==> config.mk <==
export PLATFORM = sky130hd
export DESIGN_NAME = store_align
export DESIGN_NICKNAME = d
export VERILOG_FILES = /design/src/rtl/store_align_pkg.sv /design/src/rtl/store_lane_gen.sv /design/src/rtl/store_align.sv
export SDC_FILE = /design/constraint.sdc
export NUM_CORES = 1
export LEC_CHECK = 0
export CAP_MARGIN = 5
export CORE_UTILIZATION = 47
export DETAILED_ROUTE_END_ITERATION = 8
export GPL_TIMING_DRIVEN = 0
export PLACE_DENSITY = 0.87
export SYNTH_ARGS = -nofsm -noshare
export SYNTH_HDL_FRONTEND = slang
export SYNTH_SLANG_ARGS = --single-unit
==> constraint.sdc <==
create_clock -name clk -period 1.9 [get_ports clk]
set_input_delay 0.19 -clock clk [delete_from_list [all_inputs] [get_ports clk]]
set_output_delay 0.19 -clock clk [all_outputs]
set_load 0.02 [all_outputs]
==> src/rtl/store_align_pkg.sv <==
// rtl/store_align_pkg.sv - shared widths, store opcodes and FSM encoding for store_align
package store_align_pkg;

  localparam int ADDR_W   = 32;
  localparam int DATA_W   = 32;
  localparam int MASK_W   = 4;
  localparam int ALU_OP_W = 8;

  localparam logic [ALU_OP_W-1:0] ALU_OP_SB = 8'b1110_1000;
  localparam logic [ALU_OP_W-1:0] ALU_OP_SH = 8'b1110_1001;
  localparam logic [ALU_OP_W-1:0] ALU_OP_SW = 8'b1110_1011;

  localparam logic [DATA_W-1:0] ZERO_WORD = '0;

  typedef enum logic [1:0] {
    ST_IDLE  = 2'd0,
    ST_SEND  = 2'd1,
    ST_FAULT = 2'd2
  } state_t;

endpackage

==> src/rtl/store_lane_gen.sv <==
// rtl/store_lane_gen.sv - combinational byte-lane shift, write mask and misalignment check
module store_lane_gen
  import store_align_pkg::*;
(
  input  logic [ALU_OP_W-1:0] alu_op,
  input  logic [1:0]          offset,
  input  logic [DATA_W-1:0]   data,
  output logic [DATA_W-1:0]   wdata,
  output logic [MASK_W-1:0]   wmask,
  output logic                misalign,
  output logic                is_store
);

  always_comb begin
    wdata    = ZERO_WORD;
    wmask    = '0;
    misalign = 1'b0;
    is_store = 1'b1;
    case (alu_op)
      ALU_OP_SB: begin
        wdata = {24'b0, data[7:0]} << {offset, 3'b000};
        wmask = 4'b0001 << offset;
      end
      ALU_OP_SH: begin
        misalign = offset[0];
        wdata    = {16'b0, data[15:0]} << {offset, 3'b000};
        wmask    = 4'b0011 << offset;
      end
      ALU_OP_SW: begin
        misalign = (offset != 2'b00);
        wdata    = data;
        wmask    = 4'b1111;
      end
      default: is_store = 1'b0;
    endcase
  end

endmodule

==> src/rtl/store_align.sv <==
// rtl/store_align.sv - aligns Execute stores and drives a req/ack write to Data_Mem with timeout
module store_align
  import store_align_pkg::*;
#(
  parameter int TIMEOUT_CYCLES = 255,
  parameter int CNT_WIDTH      = 8
) (
  input  logic                clk,
  input  logic                rst,
  input  logic                valid_i,
  output logic                ready_o,
  input  logic [ALU_OP_W-1:0] alu_op_i,
  input  logic [ADDR_W-1:0]   waddr_i,
  input  logic [DATA_W-1:0]   wdata_i,
  output logic                wreq_o,
  input  logic                wack_i,
  output logic [ADDR_W-1:0]   waddr_o,
  output logic [DATA_W-1:0]   wdata_o,
  output logic [MASK_W-1:0]   wmask_o,
  output logic                done_o,
  output logic                misalign_o,
  output logic                bus_err_o,
  output logic [ADDR_W-1:0]   badaddr_o
);

  state_t               state, state_nxt;
  logic [CNT_WIDTH-1:0] cnt;
  logic [ADDR_W-1:0]    req_addr;
  logic [DATA_W-1:0]    lane_wdata;
  logic [MASK_W-1:0]    lane_wmask;
  logic                 lane_misalign;
  logic                 lane_is_store;
  logic                 timeout_hit;

  store_lane_gen u_lane (
    .alu_op   (alu_op_i),
    .offset   (waddr_i[1:0]),
    .data     (wdata_i),
    .wdata    (lane_wdata),
    .wmask    (lane_wmask),
    .misalign (lane_misalign),
    .is_store (lane_is_store)
  );

  // An ack in the final allowed cycle wins over the timeout.
  assign timeout_hit = (cnt == CNT_WIDTH'(TIMEOUT_CYCLES - 1)) && !wack_i;

  always_ff @(posedge clk) begin
    if (rst) state <= ST_IDLE;
    else     state <= state_nxt;
  end

  always_comb begin
    state_nxt = state;
    case (state)
      ST_IDLE: begin
        if (valid_i && lane_is_store)
          state_nxt = lane_misalign ? ST_FAULT : ST_SEND;
      end
      ST_SEND: begin
        if (wack_i || timeout_hit) state_nxt = ST_IDLE;
      end
      ST_FAULT: state_nxt = ST_IDLE;
      default:  state_nxt = ST_IDLE;
    endcase
  end

  always_comb begin
    ready_o    = (state == ST_IDLE);
    wreq_o     = (state == ST_SEND);
    misalign_o = (state == ST_FAULT);
  end

  always_ff @(posedge clk) begin
    if (rst) begin
      cnt       <= '0;
      req_addr  <= '0;
      waddr_o   <= '0;
      wdata_o   <= ZERO_WORD;
      wmask_o   <= '0;
      done_o    <= 1'b0;
      bus_err_o <= 1'b0;
      badaddr_o <= '0;
    end else begin
      done_o    <= 1'b0;
      bus_err_o <= 1'b0;
      case (state)
        ST_IDLE: begin
          if (valid_i) begin
            if (!lane_is_store) begin
              done_o <= 1'b1;
            end else if (lane_misalign) begin
              badaddr_o <= waddr_i;
            end else begin
              waddr_o  <= {waddr_i[ADDR_W-1:2], 2'b00};
              wdata_o  <= lane_wdata;
              wmask_o  <= lane_wmask;
              req_addr <= waddr_i;
              cnt      <= '0;
            end
          end
        end
        ST_SEND: begin
          if (wack_i) begin
            done_o <= 1'b1;
            cnt    <= '0;
          end else if (timeout_hit) begin
            bus_err_o <= 1'b1;
            badaddr_o <= req_addr;
            cnt       <= '0;
          end else begin
            cnt <= cnt + 1'b1;
          end
        end
        default: ;
      endcase
    end
  end

endmodule

==> run_results.csv, run 1 <==
group,metric,value,unit
run_status,run_status,"finished clean",
global_routing,grt_use_total,0.290,
routing,totalWireLength,19.6,mm
yosys,synth_cells,682,
worst_setup_path,cp_data_required_time,2.16,ns
power_and_ir_drop,p_int,3.53,mW
power_and_ir_drop,power.leakage,2.85,nW
worst_setup_path,critPathMaxFanout,10,
yosys,syn_area,0.00588,sq mm
cells_and_area,drive_gt1_frac,0.194,
cells_and_area,layout_common_cells,"clkdlybuf4s50_1, dfxtp_1, a21oi_1",
sta,period_minus_slack,1.86,ns
power_and_ir_drop,power.total,4.74,mW
floorplanning,die_w,114,microns
power_and_ir_drop,switching_share,0.255,
sta,setup_tns,0,ns
yosys,synthFlopType,"dfxtp_1",
min_path,min_path_type,"input pin to flop",
yosys,synth_top_area_frac,0.382,
floorplanning,die-area,0.0130,sq mm
power_and_ir_drop,clockPowerShare,0.387,
sta,worst_slack,0.0356,ns
clock_tree,cts_tree,"done",
routing,vias,6127,
placement,io_buffers,175,
worst_setup_path,cpMaxStageDelayCell,"clkdlybuf4s50_1",
cells_and_area,fillerInstances,965,
power_and_ir_drop,p_per_area,558,mW/mm^2
routing,firstDrtPassIters,5,
sta,worst_pin_slew,0.759,ns
sta,fmax,536,MHz
job,cap_violations,0,
cells_and_area,layout_commonest_cell,"clkdlybuf4s50_1",
routing,postRouteAntennaNets,0,
routing,drcViolationCount,0,
yosys,synth_seq_cells,112,
sta,slew_violations,0,
clock_tree,cts-root-buf,"clkbuf_16",
worst_setup_path,cp-start-kind,"input pin",
worst_setup_path,cpPeakStageDelay,0.52,ns
placement,dp_hpwl,13.8,mm
yosys,async_flop_share,0,
clock_tree,cts_made_buffers,9,
worst_setup_path,crit_arrival,2.13,ns
worst_setup_path,path_cells,"clkdlybuf4s50_1 > nand4b_4 > clkbuf_1 > o41ai_2 > a221oi_1 > nor3_1",
cells_and_area,post-route-util,0.701,
clock_tree,htreeDepth,3,
floorplanning,core_area,0.0121,sq mm
power_and_ir_drop,power_frac_comb,0.117,
placement,place_ws,-0.590,ns
yosys,synth-edff-count,0,
clock_tree,cts_hold_buf,0,
sta,skew,0.00768,ns
routing,vias_per_cell,5.84,
global_routing,grt_max_degree,19,
worst_setup_path,crit_type,"input pin to flop",
sta,fin_crit_sh,0.981,
floorplanning,io_pins,181,
yosys,ys_seq_area_frac,0.382,
sta,hold_viol,0,
clock_tree,cts.sinks,112,
floorplanning,initial_utilization,0.485,
worst_setup_path,end_kind,"flop",
global_routing,antenna_found_initial,0,
worst_setup_path,ff2ff_setup_slack,0.06,ns
yosys,yosysWarnings,0,
yosys,avgSynthCellArea,8.62,sq um
power_and_ir_drop,p_sw,1.21,mW
sta,slew-limit-headroom,0.494,
placement,routabilityCongestion,0.998,
clock_tree,clkLatencyLatePin,0.35,ns
global_routing,grt_pass1_vias,6005,
cells_and_area,area_delta_synth_final,44.5,%
yosys,synth_area_leader_cell,"dfxtp_1",
routing,route.detailed.wl_per_inst,18.7,microns
sta,whs,0.261,ns
global_routing,grt_overflow,0,
yosys,synth_area_leaders,"dfxtp_1, a211oi_1, a21oi_1",
sta,setup_viol_count_final,0,
power_and_ir_drop,peakVddDrop,0.614,mV
clock_tree,cts_buffer_depth,2,
floorplanning,num_rows,40,
cells_and_area,layout.nets,955,
power_and_ir_drop,seq_power_share,0.496,
sta,rsz0062_at_grt,"yes",
global_routing,grt_pass1_wl,29.8,mm
cells_and_area,diodes,0,
routing,dr.first_iter.drc_count,467,
yosys,synth_cell_types,51,
floorplanning,fp.dieH,114,microns
clock_tree,clk_pin_slew,0.07,ns
area by class of cell:
type,count,area (sq um),share of cell area
flip-flops and latches,112,2250,0.265
repair buffers,183,1820,0.214
well taps,168,210,0.0248
multi-input cells,427,3150,0.371
plain buffers,96,598,0.0704
clock buffers,11,243,0.0286
inverters,48,180,0.0212
clock inverters,5,40.0,0.00471
Yosys cell counts, types with 10 or more instances:
library cell  count
inv_1            46
buf_4            34
dfxtp_1         112
mux2_2           32
nand4_1          10
nor3_1           23
nand3_1          37
o21ai_0          46
a211oi_1         76
clkbuf_1         43
nand2_1          20
a21oi_1          73
a221oi_1         17
logic make-up (layout without fill, tap and decap cells):
group,count (synthesis),after routing,synth area share
flops,112,112,0.382
simple gates,130,130,0.126
other cells,1,2,0.000638
mux,32,32,0.0613
buf+inv,144,343,0.126
compound gates,261,261,0.300
fa+ha+maj,2,2,0.00426
per-layer routing:
metal | vias up | share of wire | track usage
met2 | 297 | 0.47 | 0.472
met1 | 2896 | 0.42 | 0.372
li1 | 2882 | - | -
met5 | - | 0 | 0
met4 | 0 | 0.030 | 0.126
met3 | 52 | 0.074 | 0.0584
flip-flops by register name, indices dropped and copies added, names as in the netlist:
register   count
state          2
wdata_o       32
bus_err_o      1
cnt            8
done_o         1
req_addr      32
wmask_o        4
badaddr_o     32
power by group through the flow:
stage                     clock network [mW]  registers [mW]  logic [mW]
final                                   1.84            2.35       0.555
after global routing                    1.94            2.35       0.586
after CTS                               1.84            2.35       0.517
after detailed placement                   0            2.41       0.506
after global placement                     0            2.41       0.506
after floorplan                            0            2.41       0.237
per-stage QoR:
step           cell area, sq um  instances
3_5_place_dp               7840       1026
4_1_cts                    8250       1050
2_1_floorplan              5880        683
5_1_grt                    8490       1050
6_report                   8490       1050
3_3_place_gp               7840       1026
worst max-delay path: cells and delay by family:
kind / cells / cell delay, ns
buffers and inverters: 2 / 0.86
AOI/OAI and AO/OA: 2 / 0.67
and+or+nand+nor: 2 / 0.41
timing repair:
item,in CTS,in global routing
pin swaps,5,2
setup endpoints to repair,102,98
gates resized for setup,24,64
gates cloned,0,0
setup buffers,8,0
path summary, 6_finish.rpt:
kind                               startpoint       endpoint  cells past startpoint
worst max-delay path              alu_op_i[5]    wdata_o[27]                      6
worst min-delay path               waddr_i[1]    req_addr[1]                      3
worst max register to register       state[1]   req_addr[28]                      7
worst min register to register  badaddr_o[19]  badaddr_o[19]                      2
Power figures use the tool's default switching activity.
==> run 2, diff against run 1 <==
Settings changed: CORE_MARGIN set to 5, MAX_ROUTING_LAYER set to met4, PLACE_DENSITY 0.87 to 0.8.
==> run_results.csv, run 2 (synthesis results as in run 1) <==
group,metric,value,unit
run_status,run_status,"complete, but fails checks",
run_status,violations,"setup timing",
sta,slew-limit-headroom,0.544,
cells_and_area,layout.nets,957,
routing,firstDrtPassIters,6,
routing,drcViolationCount,0,
routing,totalWireLength,20.6,mm
worst_setup_path,r2r_end,"badaddr_o[30]",
clock_tree,clk_pin_slew,0.08,ns
min_path,min_to,"req_addr[1]",
global_routing,grt_pass1_wl,31.8,mm
min_path,min_path_cells,3,
routing,vias,6163,
placement,routabilityCongestion,0.933,
cells_and_area,layout_commonest_cell,"clkdlybuf4s50_1",
min_path,min_path_type,"input pin to flop",
sta,skew,0.00801,ns
clock_tree,cts-root-buf,"clkbuf_16",
floorplanning,initial_utilization,0.485,
clock_tree,cts_buffer_depth,2,
global_routing,grt_pass1_vias,6094,
cells_and_area,fillerInstances,970,
placement,dp.cells,1026,
cells_and_area,diodes,0,
cells_and_area,drive_gt1_frac,0.181,
sta,setup_tns,-0.289,ns
worst_setup_path,end_kind,"flop",
sta,whs,0.217,ns
routing,dr.first_iter.drc_count,495,
worst_setup_path,path_delay_family,"buffers and inverters",
sta,fmax,513,MHz
cells_and_area,reg_top3,"badaddr_o x32, req_addr x32, wdata_o x32",
routing,route.detailed.wl_per_inst,19.6,microns
worst_setup_path,worstRegToRegCells,6,
sta,hold_viol,0,
worst_setup_path,worst_path_most_repeated_cell,"buf_4",
min_path,min_from,"waddr_i[1]",
worst_setup_path,r2r-start,"state[1]",
sta,slew_violations,0,
power_and_ir_drop,peakVddDrop,0.424,mV
job,cap_violations,0,
worst_setup_path,crit_type,"input pin to flop",
worst_setup_path,cpPeakStageDelay,0.51,ns
global_routing,grt_use_total,0.277,
power_and_ir_drop,power.leakage,2.85,nW
sta,fin_crit_sh,1.03,
floorplanning,die-area,0.0148,sq mm
worst_setup_path,path_cells,"clkdlybuf4s50_1 > buf_4 > nand2b_1 > nand4_1 > buf_4 > a21o_4 > buf_6 > a211oi_1",
worst_setup_path,cpMaxStageDelayCell,"clkdlybuf4s50_1",
clock_tree,htreeDepth,3,
cells_and_area,layout_common_cells,"clkdlybuf4s50_1, dfxtp_1, a21oi_1, a211oi_1",
placement,io_buffers,175,
power_and_ir_drop,power.total,4.77,mW
clock_tree,clkLatencyLatePin,0.36,ns
floorplanning,io_pins,181,
sta,worst_pin_slew,0.684,ns
sta,period_minus_slack,1.95,ns
sta,setup_viol_count_final,12,
worst_setup_path,ff2ff_setup_slack,0.06,ns
power_and_ir_drop,p_int,3.57,mW
worst_setup_path,cp_data_required_time,2.16,ns
global_routing,grt_max_degree,19,
sta,worst_slack,-0.0512,ns
routing,vias_per_cell,5.86,
power_and_ir_drop,seq_power_share,0.492,
worst_setup_path,cp-start-kind,"input pin",
power_and_ir_drop,clockPowerShare,0.392,
worst_setup_path,crit_buf_inv,4,
power_and_ir_drop,p_sw,1.21,mW
placement,dp_hpwl,15.5,mm
floorplanning,fp.dieH,122,microns
power_and_ir_drop,p_per_area,567,mW/mm^2
floorplanning,num_rows,40,
cells_and_area,fin_cells,1052,
floorplanning,core_area,0.0121,sq mm
clock_tree,cts_made_buffers,9,
power_and_ir_drop,switching_share,0.253,
worst_setup_path,crit_arrival,2.22,ns
global_routing,antenna_found_initial,0,
clock_tree,cts.sinks,112,
floorplanning,die_w,122,microns
worst_setup_path,critPathMaxFanout,10,
power_and_ir_drop,power_frac_comb,0.115,
cells_and_area,area_delta_synth_final,43.1,%
placement,place_ws,-0.589,ns
routing,postRouteAntennaNets,0,
global_routing,grt_overflow,0,
clock_tree,cts_tree,"done",
## run 2: worst max path at each step
stage | endpoint | slack, ns | cells after the start | from
after floorplan | wmask_o[2] | 0.17 | 6 | state[1]
after global placement | req_addr[12] | -0.59 | 7 | alu_op_i[0]
after detailed placement | req_addr[7] | -0.59 | 6 | alu_op_i[0]
after CTS | wdata_o[7] | 0.007 | 6 | state[1]
after global routing | badaddr_o[21] | -0.07 | 8 | alu_op_i[1]
final | badaddr_o[30] | -0.05 | 8 | alu_op_i[1]
## run 2: worst min-delay path, stage by stage
cell and delay, ns:
buf_2 0.18, nand3_1 0.10, a21oi_1 0.06
## run 2: final cells by class
| type | count | area (sq um) | share of cell area |
|---|---|---|---|
| inverters | 48 | 180 | 0.0214 |
| well taps | 168 | 210 | 0.0250 |
| repair buffers | 185 | 1830 | 0.217 |
| clock inverters | 5 | 38.8 | 0.00461 |
| clock buffers | 11 | 253 | 0.0300 |
| flip-flops and latches | 112 | 2250 | 0.268 |
| plain buffers | 96 | 603 | 0.0717 |
| multi-input cells | 427 | 3050 | 0.362 |
## run 2: per-stage QoR
stage	util	area [sq um]
after floorplan	-	5880
after global placement	0.648	7840
after detailed placement	0.648	7840
after CTS	0.683	8270
after global routing	0.695	8410
final	0.695	8410
## run 2: power by group through the flow
stage | clock, mW | sequential [mW] | combinational, mW
3_5_place_dp | 0 | 2.41 | 0.510
4_1_cts | 1.90 | 2.35 | 0.524
6_report | 1.87 | 2.35 | 0.549
3_3_place_gp | 0 | 2.41 | 0.506
2_1_floorplan | 0 | 2.41 | 0.237
5_1_grt | 2.00 | 2.35 | 0.579
## run 2: routing by layer
metal | track usage | routed length, microns
met5 | - | 0
met4 | 0.0770 | 395
met3 | 0.0664 | 1550
met2 | 0.456 | 10100
met1 | 0.341 | 8510
## run 2: what timing repair did
item | in CTS | in global routing
setup buffers | 6 | 4
hold buffers | 0 | 0
endpoints found under the setup margin | 99 | 101
pin swaps | 5 | 5
resized for setup | 27 | 44
